File: src/rtl/uart_pkg.sv
`default_nettype none
// ============================================================================
//  Module   : uart_pkg
//  Purpose  : Shared UART receive types, byte width and baud-divider helper.
//  Revision : 1.0 - initial release
// ============================================================================
package uart_pkg;

    localparam int unsigned UART_BYTE_W = 8;

    typedef enum logic [1:0] {
        IDLE  = 2'd0,
        START = 2'd1,
        DATA  = 2'd2,
        STOP  = 2'd3
    } rx_state_t;

    // Truncating divide: the residual baud error is absorbed by centre sampling.
    function automatic int unsigned clks_per_bit(input int unsigned clk_hz,
                                                 input int unsigned baud);
        return clk_hz / baud;
    endfunction

endpackage
`default_nettype wire

File: src/rtl/uart_rx_byte.sv
`default_nettype none
// ============================================================================
//  Module   : uart_rx_byte
//  Purpose  : 8N1 byte receiver: 2-flop synchroniser, bit-centre sampling FSM.
//  Revision : 1.0 - initial release
// ============================================================================
module uart_rx_byte
    import uart_pkg::*;
#(
    parameter int unsigned CLKS_PER_BIT = 1302
) (
    input  logic                   clk_i,
    input  logic                   rst_ni,
    input  logic                   rx_i,
    output logic [UART_BYTE_W-1:0] byte_o,
    output logic                   byte_stb_o,
    output logic                   stop_err_o,
    output logic                   busy_o
);

    localparam int unsigned CNT_W = $clog2(CLKS_PER_BIT);
    localparam int unsigned BIT_W = $clog2(UART_BYTE_W);
    localparam logic [CNT_W-1:0] CNT_LAST = CNT_W'(CLKS_PER_BIT - 1);
    localparam logic [CNT_W-1:0] CNT_HALF = CNT_W'(CLKS_PER_BIT / 2 - 1);
    localparam logic [BIT_W-1:0] BIT_LAST = BIT_W'(UART_BYTE_W - 1);

    logic [1:0]             sync_q;
    rx_state_t              state_q;
    logic [CNT_W-1:0]       cnt_q;
    logic [BIT_W-1:0]       bit_q;
    logic [UART_BYTE_W-1:0] shift_q;
    logic [UART_BYTE_W-1:0] byte_q;
    logic                   byte_stb_q;
    logic                   stop_err_q;
    logic                   rx_s;

    assign rx_s = sync_q[1];

    always_ff @(posedge clk_i or negedge rst_ni) begin
        if (!rst_ni) begin
            sync_q     <= 2'b11;
            state_q    <= IDLE;
            cnt_q      <= '0;
            bit_q      <= '0;
            shift_q    <= '0;
            byte_q     <= '0;
            byte_stb_q <= 1'b0;
            stop_err_q <= 1'b0;
        end else begin
            sync_q     <= {sync_q[0], rx_i};
            byte_stb_q <= 1'b0;
            stop_err_q <= 1'b0;
            unique case (state_q)
                IDLE: begin
                    cnt_q <= '0;
                    if (!rx_s) state_q <= START;
                end
                START: begin
                    if (cnt_q == CNT_HALF) begin
                        cnt_q   <= '0;
                        bit_q   <= '0;
                        state_q <= rx_s ? IDLE : DATA;
                    end else begin
                        cnt_q <= cnt_q + 1'b1;
                    end
                end
                DATA: begin
                    if (cnt_q == CNT_LAST) begin
                        cnt_q   <= '0;
                        shift_q <= {rx_s, shift_q[UART_BYTE_W-1:1]};
                        if (bit_q == BIT_LAST) state_q <= STOP;
                        else                   bit_q   <= bit_q + 1'b1;
                    end else begin
                        cnt_q <= cnt_q + 1'b1;
                    end
                end
                STOP: begin
                    // Leave at the stop-bit centre so a fast host is tolerated.
                    if (cnt_q == CNT_LAST) begin
                        cnt_q   <= '0;
                        state_q <= IDLE;
                        if (rx_s) begin
                            byte_q     <= shift_q;
                            byte_stb_q <= 1'b1;
                        end else begin
                            stop_err_q <= 1'b1;
                        end
                    end else begin
                        cnt_q <= cnt_q + 1'b1;
                    end
                end
                default: state_q <= IDLE;
            endcase
        end
    end

    assign byte_o     = byte_q;
    assign byte_stb_o = byte_stb_q;
    assign stop_err_o = stop_err_q;
    assign busy_o     = (state_q != IDLE);

endmodule
`default_nettype wire

File: src/rtl/uart_rx_word_assembler.sv
`default_nettype none
// ============================================================================
//  Module   : uart_rx_word_assembler
//  Purpose  : Packs received byte pairs (high first) into a valid/ready word
//             stream with frame indexing. Optional inter-byte timeout enabled
//             by defining UART_RX_BYTE_TIMEOUT_EN.
//  Revision : 1.0 - initial release
// ============================================================================
module uart_rx_word_assembler
    import uart_pkg::*;
#(
    parameter int unsigned CLK_FREQ_HZ  = 12_500_000,
    parameter int unsigned BAUD         = 9600,
    parameter int unsigned WORD_W       = 16,
    parameter int unsigned NUM_WORDS    = 17
`ifdef UART_RX_BYTE_TIMEOUT_EN
    ,
    parameter int unsigned TIMEOUT_BITS = 20
`endif
) (
    input  logic                         sysclk,
    input  logic                         rstn,
    input  logic                         uart_txd_in,
    output logic [WORD_W-1:0]            word_data,
    output logic                         word_valid,
    input  logic                         word_ready,
    output logic [$clog2(NUM_WORDS)-1:0] word_idx,
    output logic                         frame_done,
    output logic                         frame_err,
    output logic                         overrun,
    output logic                         rx_busy
);

    localparam int unsigned CPB   = clks_per_bit(CLK_FREQ_HZ, BAUD);
    localparam int unsigned IDX_W = $clog2(NUM_WORDS);
    localparam logic [IDX_W-1:0] IDX_LAST = IDX_W'(NUM_WORDS - 1);

    logic [UART_BYTE_W-1:0] rx_byte;
    logic                   rx_stb;
    logic                   rx_stop_err;
    logic                   rx_busy_w;
    logic                   timeout;

    uart_rx_byte #(
        .CLKS_PER_BIT (CPB)
    ) u_rx_byte (
        .clk_i      (sysclk),
        .rst_ni     (rstn),
        .rx_i       (uart_txd_in),
        .byte_o     (rx_byte),
        .byte_stb_o (rx_stb),
        .stop_err_o (rx_stop_err),
        .busy_o     (rx_busy_w)
    );

    logic                   hi_pending_q, hi_pending_d;
    logic [UART_BYTE_W-1:0] hi_byte_q,    hi_byte_d;
    logic [WORD_W-1:0]      word_data_q,  word_data_d;
    logic                   word_valid_q, word_valid_d;
    logic [IDX_W-1:0]       word_idx_q,   word_idx_d;
    logic                   frame_done_q, frame_done_d;
    logic                   frame_err_q,  frame_err_d;
    logic                   overrun_q,    overrun_d;
    logic                   xfer;
    logic                   word_done;

`ifdef UART_RX_BYTE_TIMEOUT_EN
    localparam int unsigned TO_LIMIT = TIMEOUT_BITS * CPB;
    localparam int unsigned TO_W     = $clog2(TO_LIMIT + 1);

    logic [TO_W-1:0] to_cnt_q;

    // Only idle line time counts; any reception in progress restarts the wait.
    always_ff @(posedge sysclk or negedge rstn) begin
        if (!rstn) begin
            to_cnt_q <= '0;
        end else if (!hi_pending_q || rx_busy_w) begin
            to_cnt_q <= '0;
        end else begin
            to_cnt_q <= to_cnt_q + 1'b1;
        end
    end

    assign timeout = hi_pending_q && !rx_busy_w && (to_cnt_q == TO_W'(TO_LIMIT - 1));
`else
    assign timeout = 1'b0;
`endif

    assign xfer      = word_valid_q && word_ready;
    assign word_done = rx_stb && hi_pending_q;

    always_comb begin
        hi_pending_d = hi_pending_q;
        hi_byte_d    = hi_byte_q;
        word_data_d  = word_data_q;
        word_valid_d = word_valid_q;
        word_idx_d   = word_idx_q;
        frame_done_d = 1'b0;
        frame_err_d  = rx_stop_err || timeout;
        overrun_d    = 1'b0;

        if (rx_stop_err || timeout) begin
            hi_pending_d = 1'b0;
        end else if (rx_stb) begin
            if (!hi_pending_q) begin
                hi_byte_d    = rx_byte;
                hi_pending_d = 1'b1;
            end else begin
                hi_pending_d = 1'b0;
            end
        end

        if (xfer) begin
            word_valid_d = 1'b0;
            if (word_idx_q == IDX_LAST) begin
                word_idx_d   = '0;
                frame_done_d = 1'b1;
            end else begin
                word_idx_d = word_idx_q + 1'b1;
            end
        end

        // A word arriving alongside a transfer refills the slot being freed.
        if (word_done) begin
            if (word_valid_q && !xfer) begin
                overrun_d = 1'b1;
            end else begin
                word_data_d  = WORD_W'({hi_byte_q, rx_byte});
                word_valid_d = 1'b1;
            end
        end
    end

    always_ff @(posedge sysclk or negedge rstn) begin
        if (!rstn) begin
            hi_pending_q <= 1'b0;
            hi_byte_q    <= '0;
            word_data_q  <= '0;
            word_valid_q <= 1'b0;
            word_idx_q   <= '0;
            frame_done_q <= 1'b0;
            frame_err_q  <= 1'b0;
            overrun_q    <= 1'b0;
        end else begin
            hi_pending_q <= hi_pending_d;
            hi_byte_q    <= hi_byte_d;
            word_data_q  <= word_data_d;
            word_valid_q <= word_valid_d;
            word_idx_q   <= word_idx_d;
            frame_done_q <= frame_done_d;
            frame_err_q  <= frame_err_d;
            overrun_q    <= overrun_d;
        end
    end

    assign word_data  = word_data_q;
    assign word_valid = word_valid_q;
    assign word_idx   = word_idx_q;
    assign frame_done = frame_done_q;
    assign frame_err  = frame_err_q;
    assign overrun    = overrun_q;
    assign rx_busy    = rx_busy_w;

endmodule
`default_nettype wire

File: config.mk
export PLATFORM = sky130hd
export DESIGN_NAME = uart_rx_word_assembler
export DESIGN_NICKNAME = d
export VERILOG_FILES = /design/src/rtl/uart_pkg.sv /design/src/rtl/uart_rx_byte.sv /design/src/rtl/uart_rx_word_assembler.sv
export SDC_FILE = /design/constraint.sdc
export NUM_CORES = 1
export LEC_CHECK = 0
export ABC_AREA = 1
export CORE_ASPECT_RATIO = 1.4
export CORE_MARGIN = 3
export CORE_UTILIZATION = 55
export DETAILED_ROUTE_END_ITERATION = 10
export PLACE_DENSITY = 0.76
export SLEW_MARGIN = 25
export SYNTH_ARGS = -nofsm -noshare
export SYNTH_HDL_FRONTEND = slang
export SYNTH_SLANG_ARGS = --single-unit
File: constraint.sdc
create_clock -name sysclk -period 4.33 [get_ports sysclk]
set_input_delay 1.299 -clock sysclk [delete_from_list [all_inputs] [get_ports sysclk]]
set_output_delay 1.299 -clock sysclk [all_outputs]
set_load 0.05 [all_outputs]
==> impl_metrics.env <==
export IMPL_fin_skew_ps=5.07
export IMPL_max_stage_delay_ps=790
export IMPL_vias=2195
export IMPL_final_common_cell="nand2_1"
export IMPL_setup_tns_ps=0
export IMPL_fp_row_count=31
export IMPL_final_cell_mix="nand2_1, dfrtp_1, inv_1"
export IMPL_use_met1_pct=19.3
export IMPL_first_iter_violations=135
export IMPL_crit_chain="nor2_1, inv_1, clkdlybuf4s50_1"
export IMPL_die_area_mm2=0.00652
export IMPL_gp_congestion=0.823
export IMPL_drcViolationCount=0
export IMPL_first_pass_iters=4
export IMPL_status="finished clean"
export IMPL_synthAdderAreaFrac_pct=2.86
export IMPL_synth_compound_area_share_pct=8.28
export IMPL_htree_levels=3
export IMPL_cts_tree="built"
export IMPL_p_leak_nw=1.71
export IMPL_rsz0062_at_grt="no"
export IMPL_slew_viol_final=0
export IMPL_cts_setup_buffers=0
export IMPL_initial_core_util_pct=58.1
export IMPL_synthMuxAreaShare_pct=2.94
export IMPL_power_density_mw_per_mm2=354
export IMPL_r2r_start="u_rx_byte.cnt_q[1]"
export IMPL_wl_per_cell_um=12.0
export IMPL_yosysWarningCount=0
export IMPL_multiInputGateArea_mm2=0.00110
export IMPL_grt_use_met3_pct=4.05
export IMPL_fp_dieH_um=94.4
export IMPL_antenna_left=0
export IMPL_insertion_delay_ps=340
export IMPL_synthesis_nets=336
export IMPL_register_area_mm2=0.00175
export IMPL_hpwl_mm=3.74
export IMPL_num_io_pins=30
export IMPL_hold_viol=0
export IMPL_cts_max_path_buffers=2
export IMPL_top_usage_layer="met2"
export IMPL_irDropWorstVdd_mv=0.248
export IMPL_nets=371
export IMPL_grt_max_degree=34
export IMPL_drv_cap=0
export IMPL_overflow=0
export IMPL_post_route_cells_drive_above_1_share_pct=13.4
export IMPL_worst_slew_pin_slew_ps=767
export IMPL_port_buffers=29
export IMPL_synth_area_mm2=0.00307
export IMPL_core_mm2=0.00528
export IMPL_use_met2_pct=32.6
export IMPL_post_route_period_util_pct=70.8
export IMPL_fin_crit_ps=3070
export IMPL_grt_pass1_wl_mm=9.25
export IMPL_avgSynthCellArea_um2=9.44
export IMPL_synth_edf_count=0
export IMPL_area_growth_pct=18.0
export IMPL_dpl_cell_count=415
export IMPL_fmax_mhz=326
export IMPL_avgViaCountPerCell=5.09
export IMPL_hold_slack_ps=357
export IMPL_grt_pass1_vias=2146
export IMPL_numCtsBuffers=9
export IMPL_die_x_um=69.1
export IMPL_cp_max_fo=6
export IMPL_synth_flop_cell="dfrtp_1"
export IMPL_cp_start_kind="flop"
export IMPL_async_flop_share_pct=100
export IMPL_clk_pin_slew_ps=70
export IMPL_ys_ff_latch=70
export IMPL_synth_top_family_by_area="simple AND/OR/NAND/NOR gates"
export IMPL_clock_sinks=70
export IMPL_synthXorXnorAreaFrac_pct=1.71
export IMPL_cts_root_buffer="clkbuf_8"
export IMPL_crit_path_end_kind="output pin"
export IMPL_critical_path_arrival_ps=1770
export IMPL_grt_usage_pct=17.9
export IMPL_synth_simple_area_share_pct=20.0
export IMPL_hp_start="u_rx_byte.sync_q[0]"
export IMPL_min_path_type="flop to flop"
export IMPL_setup_viol=0
export IMPL_final_fill_count=443
export IMPL_yosysSeqAreaShare_pct=57.2
export IMPL_ys_types=29
export IMPL_critPathKind="flop to output pin"
export IMPL_cts_resized=0
export IMPL_startpoint="u_rx_byte.state_q[0]"
export IMPL_relSlewSlack_pct=48.5
export IMPL_instances_no_fill=431
export IMPL_reg2reg_setup_slack_ps=2460
export IMPL_routed_wl_mm=5.17
export IMPL_required_ps=3030
export IMPL_antenna_found_initial=0
export IMPL_crit_slowest_cell="clkdlybuf4s50_1"
export IMPL_cts_hold_buf=0
export IMPL_antenna_cells=0
export IMPL_synthCells=325
## logic make-up (layout without fill, tap and decap cells)
group                      Yosys count  in the layout
DFF                                 70             70
and+or+nand+nor                    139            139
muxes                                8              8
buffers and inverters               52             92
AOI/OAI and AO/OA                   43             43
adders and majority gates            7              7
xor gates and xnor gates             6              6
## worst max-delay path, delay by kind of cell, from the launching register on
family                 cells  cell delay [ps]
flip-flops                 1              470
AND/OR/NAND/NOR            1              110
buffers and inverters      2              850
## report_power, final
part           internal [mW]  total, mW  switching [mW]
registers              0.660      0.666         0.00567
logic                 0.0162     0.0569          0.0407
clock network          0.323      0.557           0.234
## cells in the mapped netlist, types with 2 or more instances
library cell | instances | area, um2
mux2_2 | 8 | 90.1
nand3_1 | 10 | 50.1
inv_1 | 42 | 158
inv_2 | 3 | 11.3
o21ai_0 | 29 | 145
a21oi_1 | 3 | 15.0
clkbuf_1 | 2 | 7.51
ha_1 | 7 | 87.6
nor3_1 | 6 | 30.0
nand2_2 | 2 | 12.5
o21ai_2 | 10 | 87.6
nand2_1 | 79 | 297
xor2_1 | 5 | 43.8
buf_6 | 2 | 22.5
buf_2 | 3 | 15.0
dfstp_2 | 2 | 52.6
dfrtp_1 | 68 | 1700
nand4_1 | 3 | 18.8
nor2_1 | 31 | 116
## stage by stage
| stage | util (%) | cell area [um2] | setup slack (ps) | power [mW] |
|---|---|---|---|---|
| 2_1_floorplan | - | 3070 | 2080 | 0.706 |
| 3_3_place_gp | 64.5 | 3400 | 1410 | 0.735 |
| 3_5_place_dp | 64.5 | 3400 | 1370 | 0.737 |
| 4_1_cts | 68.6 | 3620 | 1260 | 1.30 |
| 5_1_grt | 68.6 | 3620 | 1210 | 1.32 |
| 6_report | 68.6 | 3620 | 1260 | 1.28 |
## flip-flops by register name (all words and copies together), names as in the netlist, named ones only
register              flops
frame_done                1
word_idx                  5
u_rx_byte.byte_stb_o      1
u_rx_byte.state_q         1
u_rx_byte.byte_o          8
u_rx_byte.cnt_q          11
hi_byte_q                 8
u_rx_byte.stop_err_o      1
u_rx_byte.bit_q           3
overrun                   1
u_rx_byte.sync_q          2
u_rx_byte.shift_q         8
word_data                16
word_valid                1
frame_err                 1
hi_pending_q              1
## layout make-up
cell class,instances,area share (%)
repair buffers,31,8.30
clock buffers,10,3.53
flip-flops and latches,70,48.5
inverters,45,4.67
clock inverters,6,2.39
well taps,66,2.28
multi-input cells,203,30.4
## worst paths after layout
check / to / depth (start not counted)
setup / recovery: rx_busy / 3
hold / removal: u_rx_byte.sync_q[1] / 0
setup reg to reg: u_rx_byte.shift_q[2] / 5
hold reg to reg: u_rx_byte.sync_q[1] / 0
max in group asynchronous: u_rx_byte.sync_q[0] / 2
min in group asynchronous: word_valid / 1
## layer usage
layer	share of wire, %	wire length, um
met5	0	0
met3	3.7	191
met1	42	2150
met4	2.4	124
met2	52	2700
(Power assumes the default switching activity.)
